### src/rtl/div_seq_pkg.sv
// div_seq_pkg: shared state encodings and control constants for the divide sequencer
package div_seq_pkg;

   typedef enum logic [1:0] {
      DivFree   = 2'b00,
      DivByZero = 2'b01,
      DivOn     = 2'b10,
      DivEnd    = 2'b11
   } div_state_e;

   localparam logic DivResultReady    = 1'b1;
   localparam logic DivResultNotReady = 1'b0;
   localparam logic DivStart          = 1'b1;
   localparam logic DivStop           = 1'b0;

   localparam int DoubleRegBus = 64;

endpackage

### src/rtl/div_abs_neg.sv
// div_abs_neg: combinational two's-complement conditional negate (abs when neg_i is the sign bit)
module div_abs_neg #(
   parameter int W = 32
) (
   input  logic [W-1:0] val_i,
   input  logic         neg_i,
   output logic [W-1:0] val_o
);

   assign val_o = neg_i ? (~val_i + W'(1)) : val_i;

endmodule

### src/rtl/div_seq.sv
// div_seq: radix-2 restoring divide sequencer returning {remainder, quotient}; optional DIV_ZERO_FLAG_EN adds div_zero_o
module div_seq
   import div_seq_pkg::*;
#(
   parameter int DATA_W = 32,
   parameter int CNT_W  = 6
) (
   input  logic                clk,
   input  logic                rst,
   input  logic                signed_div_i,
   input  logic [DATA_W-1:0]   opdata1_i,
   input  logic [DATA_W-1:0]   opdata2_i,
   input  logic                start_i,
   input  logic                annul_i,
   output logic [2*DATA_W-1:0] result_o,
   output logic                ready_o,
   output logic                busy_o
`ifdef DIV_ZERO_FLAG_EN
   ,
   output logic                div_zero_o
`endif
);

   localparam logic [CNT_W-1:0] CntMax = CNT_W'(DATA_W);

   div_state_e          state_q;
   logic [CNT_W-1:0]    cnt_q;
   logic [DATA_W-1:0]   rem_q, quo_q, dvs_q;
   logic                sa_q, sb_q, sgn_q;
   logic [2*DATA_W-1:0] result_q;
   logic                ready_q, busy_q;
   logic [DATA_W-1:0]   a_abs, b_abs, q_fix, r_fix;
   logic [DATA_W:0]     t_w, diff_w;

   // partial remainder with next dividend bit shifted in, and trial subtraction in DATA_W+1 bits
   assign t_w    = {rem_q, quo_q[DATA_W-1]};
   assign diff_w = t_w - {1'b0, dvs_q};

   div_abs_neg #(.W(DATA_W)) u_abs_a (
      .val_i(opdata1_i), .neg_i(signed_div_i & opdata1_i[DATA_W-1]), .val_o(a_abs)
   );
   div_abs_neg #(.W(DATA_W)) u_abs_b (
      .val_i(opdata2_i), .neg_i(signed_div_i & opdata2_i[DATA_W-1]), .val_o(b_abs)
   );
   div_abs_neg #(.W(DATA_W)) u_fix_q (
      .val_i(quo_q), .neg_i(sgn_q & (sa_q ^ sb_q)), .val_o(q_fix)
   );
   div_abs_neg #(.W(DATA_W)) u_fix_r (
      .val_i(rem_q), .neg_i(sgn_q & sa_q), .val_o(r_fix)
   );

   // control FSM and shift-subtract datapath with registered result/ready/busy
   always_ff @(posedge clk) begin
      if (rst) begin
         state_q  <= DivFree;
         cnt_q    <= '0;
         rem_q    <= '0;
         quo_q    <= '0;
         dvs_q    <= '0;
         sa_q     <= 1'b0;
         sb_q     <= 1'b0;
         sgn_q    <= 1'b0;
         result_q <= '0;
         ready_q  <= DivResultNotReady;
         busy_q   <= 1'b0;
      end else begin
         case (state_q)
            DivFree: begin
               result_q <= '0;
               ready_q  <= DivResultNotReady;
               if (start_i == DivStart && !annul_i) begin
                  busy_q <= 1'b1;
                  if (opdata2_i == '0) begin
                     state_q <= DivByZero;
                  end else begin
                     state_q <= DivOn;
                     cnt_q   <= '0;
                     rem_q   <= '0;
                     quo_q   <= a_abs;
                     dvs_q   <= b_abs;
                     sa_q    <= opdata1_i[DATA_W-1];
                     sb_q    <= opdata2_i[DATA_W-1];
                     sgn_q   <= signed_div_i;
                  end
               end
            end
            DivByZero: begin
               busy_q   <= 1'b0;
               result_q <= '0;
               state_q  <= annul_i ? DivFree : DivEnd;
               ready_q  <= annul_i ? DivResultNotReady : DivResultReady;
            end
            DivOn: begin
               if (annul_i) begin
                  state_q  <= DivFree;
                  busy_q   <= 1'b0;
                  result_q <= '0;
               end else if (cnt_q != CntMax) begin
                  rem_q <= diff_w[DATA_W] ? t_w[DATA_W-1:0] : diff_w[DATA_W-1:0];
                  quo_q <= {quo_q[DATA_W-2:0], ~diff_w[DATA_W]};
                  cnt_q <= cnt_q + CNT_W'(1);
               end else begin
                  state_q  <= DivEnd;
                  busy_q   <= 1'b0;
                  ready_q  <= DivResultReady;
                  result_q <= {r_fix, q_fix};
               end
            end
            DivEnd: begin
               if (annul_i || start_i == DivStop) begin
                  state_q  <= DivFree;
                  ready_q  <= DivResultNotReady;
                  result_q <= '0;
               end
            end
         endcase
      end
   end

`ifdef DIV_ZERO_FLAG_EN
   logic zero_q;

   // divide-by-zero flag: set leaving BYZERO, held through END, cleared everywhere else
   always_ff @(posedge clk) begin
      if (rst) zero_q <= 1'b0;
      else zero_q <= (state_q == DivByZero && !annul_i) ||
                     (state_q == DivEnd && zero_q && start_i == DivStart && !annul_i);
   end

   assign div_zero_o = zero_q;
`endif

   assign result_o = result_q;
   assign ready_o  = ready_q;
   assign busy_o   = busy_q;

endmodule
### config.mk
export PLATFORM = sky130hd
export DESIGN_NAME = div_seq
export DESIGN_NICKNAME = d
export VERILOG_FILES = /design/src/rtl/div_seq_pkg.sv /design/src/rtl/div_abs_neg.sv /design/src/rtl/div_seq.sv
export SDC_FILE = /design/constraint.sdc
export NUM_CORES = 1
export LEC_CHECK = 0
export ABC_CLOCK_PERIOD_IN_PS = 4320
export BUFFER_PORTS_ARGS = -buffer_cell sky130_fd_sc_hd__buf_4
export CORE_MARGIN = 3
export CORE_UTILIZATION = 30
export DETAILED_ROUTE_END_ITERATION = 16
export PLACE_DENSITY_LB_ADDON = 0.3
export RECOVER_POWER = 50
export SLEW_MARGIN = 25
export SYNTH_ARGS = -nofsm -noshare
export SYNTH_HDL_FRONTEND = slang
export SYNTH_SLANG_ARGS = --single-unit
export TNS_END_PERCENT = 5
### constraint.sdc
create_clock -name clk -period 4.32 [get_ports clk]
set_input_delay 0.216 -clock clk [delete_from_list [all_inputs] [get_ports clk]]
set_output_delay 0.216 -clock clk [all_outputs]
set_load 0.02 [all_outputs]
==> flow_metrics.env <==
export IMPL_p_leak_uw=0.00507
export IMPL_fillers=3768
export IMPL_synth_distinct_cells=75
export IMPL_fmax_ghz=0.274
export IMPL_startpoint_type="flip-flop"
export IMPL_hold_viol=0
export IMPL_netlist_area_mm2=0.0111
export IMPL_grt_setup_unrepaired="false"
export IMPL_crit_type="reg -> reg"
export IMPL_grt_pass1_wl_um=51600
export IMPL_vias=10100
export IMPL_dr_pass1_iters=5
export IMPL_syn_inst=1419
export IMPL_die_w_um=198
export IMPL_finalCritPeriodShare=0.846
export IMPL_dieArea_mm2=0.0392
export IMPL_crit_required_ns=4.61
export IMPL_dp_final_hpwl_um=25100
export IMPL_seqCellArea_mm2=0.00346
export IMPL_place_congestion=0.907
export IMPL_tritoncts_num_buffers=17
export IMPL_layout_drive_gt1_share=0.0903
export IMPL_outcome="finished with violations"
export IMPL_rows=69
export IMPL_hold_ws_ns=0.0652
export IMPL_synthArstFlopShare=0
export IMPL_critPathArrivalTime_ns=3.95
export IMPL_setup_tns_ns=0
export IMPL_synthesis_nets=1532
export IMPL_grt_pass1_vias=9265
export IMPL_slew_viol_final=45
export IMPL_area_growth_pct=14.7
export IMPL_insertedDiodeCount=0
export IMPL_hold_class="in -> reg"
export IMPL_synth_edf_count=0
export IMPL_post_cts_setup_buffer_count=0
export IMPL_yosysWarnings=0
export IMPL_start_util=0.307
export IMPL_synthTopCellsByArea="dfxtp_1, xnor2_1, nand2_1"
export IMPL_postCtsHoldBufs=0
export IMPL_crit_fanout=48
export IMPL_grt_busiest_layer="met1"
export IMPL_synth_top_area_cell="dfxtp_1"
export IMPL_wirelength_um=32700
export IMPL_setup_viol_count_final=0
export IMPL_clk_latency_ns=0.44
export IMPL_port_buffers=134
export IMPL_cp_end_kind="flip-flop"
export IMPL_clock_sinks=173
export IMPL_met2_usage=0.226
export IMPL_cts_tree="built"
export IMPL_ys_ff_latch=173
export IMPL_cts_max_level=4
export IMPL_grt_max_degree=69
export IMPL_antenna_found_initial=0
export IMPL_cts_root_buf="clkbuf_16"
export IMPL_drtIter0Drc=700
export IMPL_multi_input_area_mm2=0.00701
export IMPL_use_met3=0.0245
export IMPL_finalNetCount=1618
export IMPL_grt_use_total=0.162
export IMPL_cts_resized_gates=0
export IMPL_overflow=0
export IMPL_synth_ff_type="dfxtp_1"
export IMPL_worst_slew_pin_slew_ns=1.51
export IMPL_relSlewSlack=-0.0102
export IMPL_clockBufferDepth=2
export IMPL_drc=0
export IMPL_yosysSeqAreaShare=0.313
export IMPL_ir_drop_uv=255
export IMPL_powerDensity_mw_per_mm2=453
export IMPL_ios=135
export IMPL_min_period_ns=3.65
export IMPL_path_clk_slew_ns=0.07
export IMPL_violations="max-capacitance violations, max-slew violations"
export IMPL_netlist_area_leader_share=0.313
export IMPL_finClkSkew_ns=0.0114
export IMPL_grt_util_met1=0.257
export IMPL_synth_area_per_cell_um2=7.80
export IMPL_maxCapViolCount=1
export IMPL_ant_nets=0
export IMPL_via_per_inst=5.10
export IMPL_chipHeight_um=198
export IMPL_core_area_mm2=0.0360
export IMPL_routedWlPerCell_um=16.5
==> flip-flops by register name, summed over array words and instances (netlist names) <==
name      cells
busy_o        1
cnt_q         6
dvs_q        32
quo_q        32
ready_o       1
rem_q        32
result_o     64
sa_q          1
sb_q          1
sgn_q         1
state_q       2
==> per-layer routing <==
metal	share of wire	vias to the layer above
met1	0.55	4659
met2	0.40	201
met4	0.017	0
met3	0.036	35
met5	0	-
li1	-	5195
==> report_power, final <==
part           internal (µW)  switching (µW)
Combinational            835            1470
Clock                    815             688
Sequential              1760             185
Total                   3410            2340
==> final cells by class <==
| class | count | share of cell area |
|---|---|---|
| clock inverter | 12 | 0.00897 |
| multi-input combinational | 1104 | 0.552 |
| inverter | 61 | 0.0180 |
| timing repair buffer | 148 | 0.0670 |
| sequential | 173 | 0.273 |
| tap | 461 | 0.0454 |
| clock buffer | 20 | 0.0352 |
==> per-stage QoR <==
stage,cell area (µm²),utilization,setup WS (ns),std cells,power [µW]
final,12700,0.353,0.666,1979,5750
after detailed placement,12400,0.345,0.751,1947,4290
after floorplan,11100,-,1.22,1419,3690
after CTS,13000,0.360,0.731,1979,5790
after global placement,12400,0.345,0.825,1947,4270
after global routing,12700,0.353,0.322,1979,6140
==> placed cells by master, fill, tap and decap left out, types with 7 or more instances in the layout <==
| cell | n |
|---|---|
| and2_1 | 10 |
| nor2b_1 | 7 |
| nor4_1 | 13 |
| mux2i_1 | 19 |
| clkbuf_1 | 70 |
| nand3_1 | 15 |
| nand2_1 | 174 |
| buf_4 | 78 |
| a22oi_1 | 41 |
| o21ai_0 | 80 |
| ha_1 | 43 |
| and3_1 | 11 |
| o41ai_1 | 9 |
| a21o_1 | 12 |
| clkbuf_16 | 17 |
| nor2_1 | 158 |
| o31ai_1 | 23 |
| inv_1 | 61 |
| a32oi_1 | 8 |
| or3_1 | 12 |
| a21oi_1 | 128 |
| or4_1 | 7 |
| xor2_1 | 74 |
| xnor2_1 | 75 |
| nand2b_1 | 9 |
| dfxtp_1 | 173 |
| a211oi_1 | 31 |
| a22o_1 | 26 |
| nor3_1 | 27 |
| a31oi_1 | 11 |
==> critical path: stages, from the launching register on <==
cell and delay, ns:
dfxtp_1 0.34, inv_1 0.11, ha_1 0.82, nor2b_1 0.35, nand2_1 0.22, nand2_1 0.19
clkbuf_2 0.86, nor2_2 0.02, buf_4 0.30, a22oi_1 0.19, nor2_1 0.07
==> cell usage after synthesis, drive strengths merged, types with 3 or more instances <==
| master | instances |
|---|---|
| or4 | 9 |
| nor2 | 160 |
| a211oi | 32 |
| xor2 | 74 |
| dfxtp | 173 |
| clkbuf | 57 |
| o2111ai | 4 |
| nand2b | 9 |
| a21oi | 129 |
| mux2i | 19 |
| ha | 43 |
| nand4 | 6 |
| o21ai | 81 |
| and3 | 11 |
| o21bai | 5 |
| a21o | 12 |
| nor3 | 30 |
| a21boi | 4 |
| a32oi | 8 |
| xnor2 | 75 |
| nor2b | 7 |
| nor3b | 4 |
| or2 | 3 |
| o211ai | 3 |
| and2 | 11 |
| mux2 | 3 |
| o31ai | 25 |
| nand3 | 15 |
| or3 | 13 |
| nand2 | 174 |
| o41ai | 10 |
| a22oi | 41 |
| nor4 | 16 |
| buf | 24 |
| a22o | 26 |
| a31oi | 11 |
| inv | 61 |
| a221o | 6 |
| nand3b | 3 |
==> cells by family after synthesis <==
family	after synthesis	share of synthesized area
simple gates	476	0.198
compound gates	413	0.247
flops	173	0.313
xor+xnor	149	0.118
buf+inv	142	0.0541
fa+ha+maj	44	0.0504
mux	22	0.0202
==> path summary, 6_finish.rpt <==
path	slack [ns]	startpoint	endpoint	cells past startpoint
worst max-delay path	0.67	state_q[0]	result_o[6]	10
worst min-delay path	0.07	opdata1_i[31]	sa_q	3
worst max register to register	0.67	state_q[0]	result_o[6]	10
worst min register to register	0.46	dvs_q[30]	dvs_q[30]	2
Power figures use the tool's default switching activity.
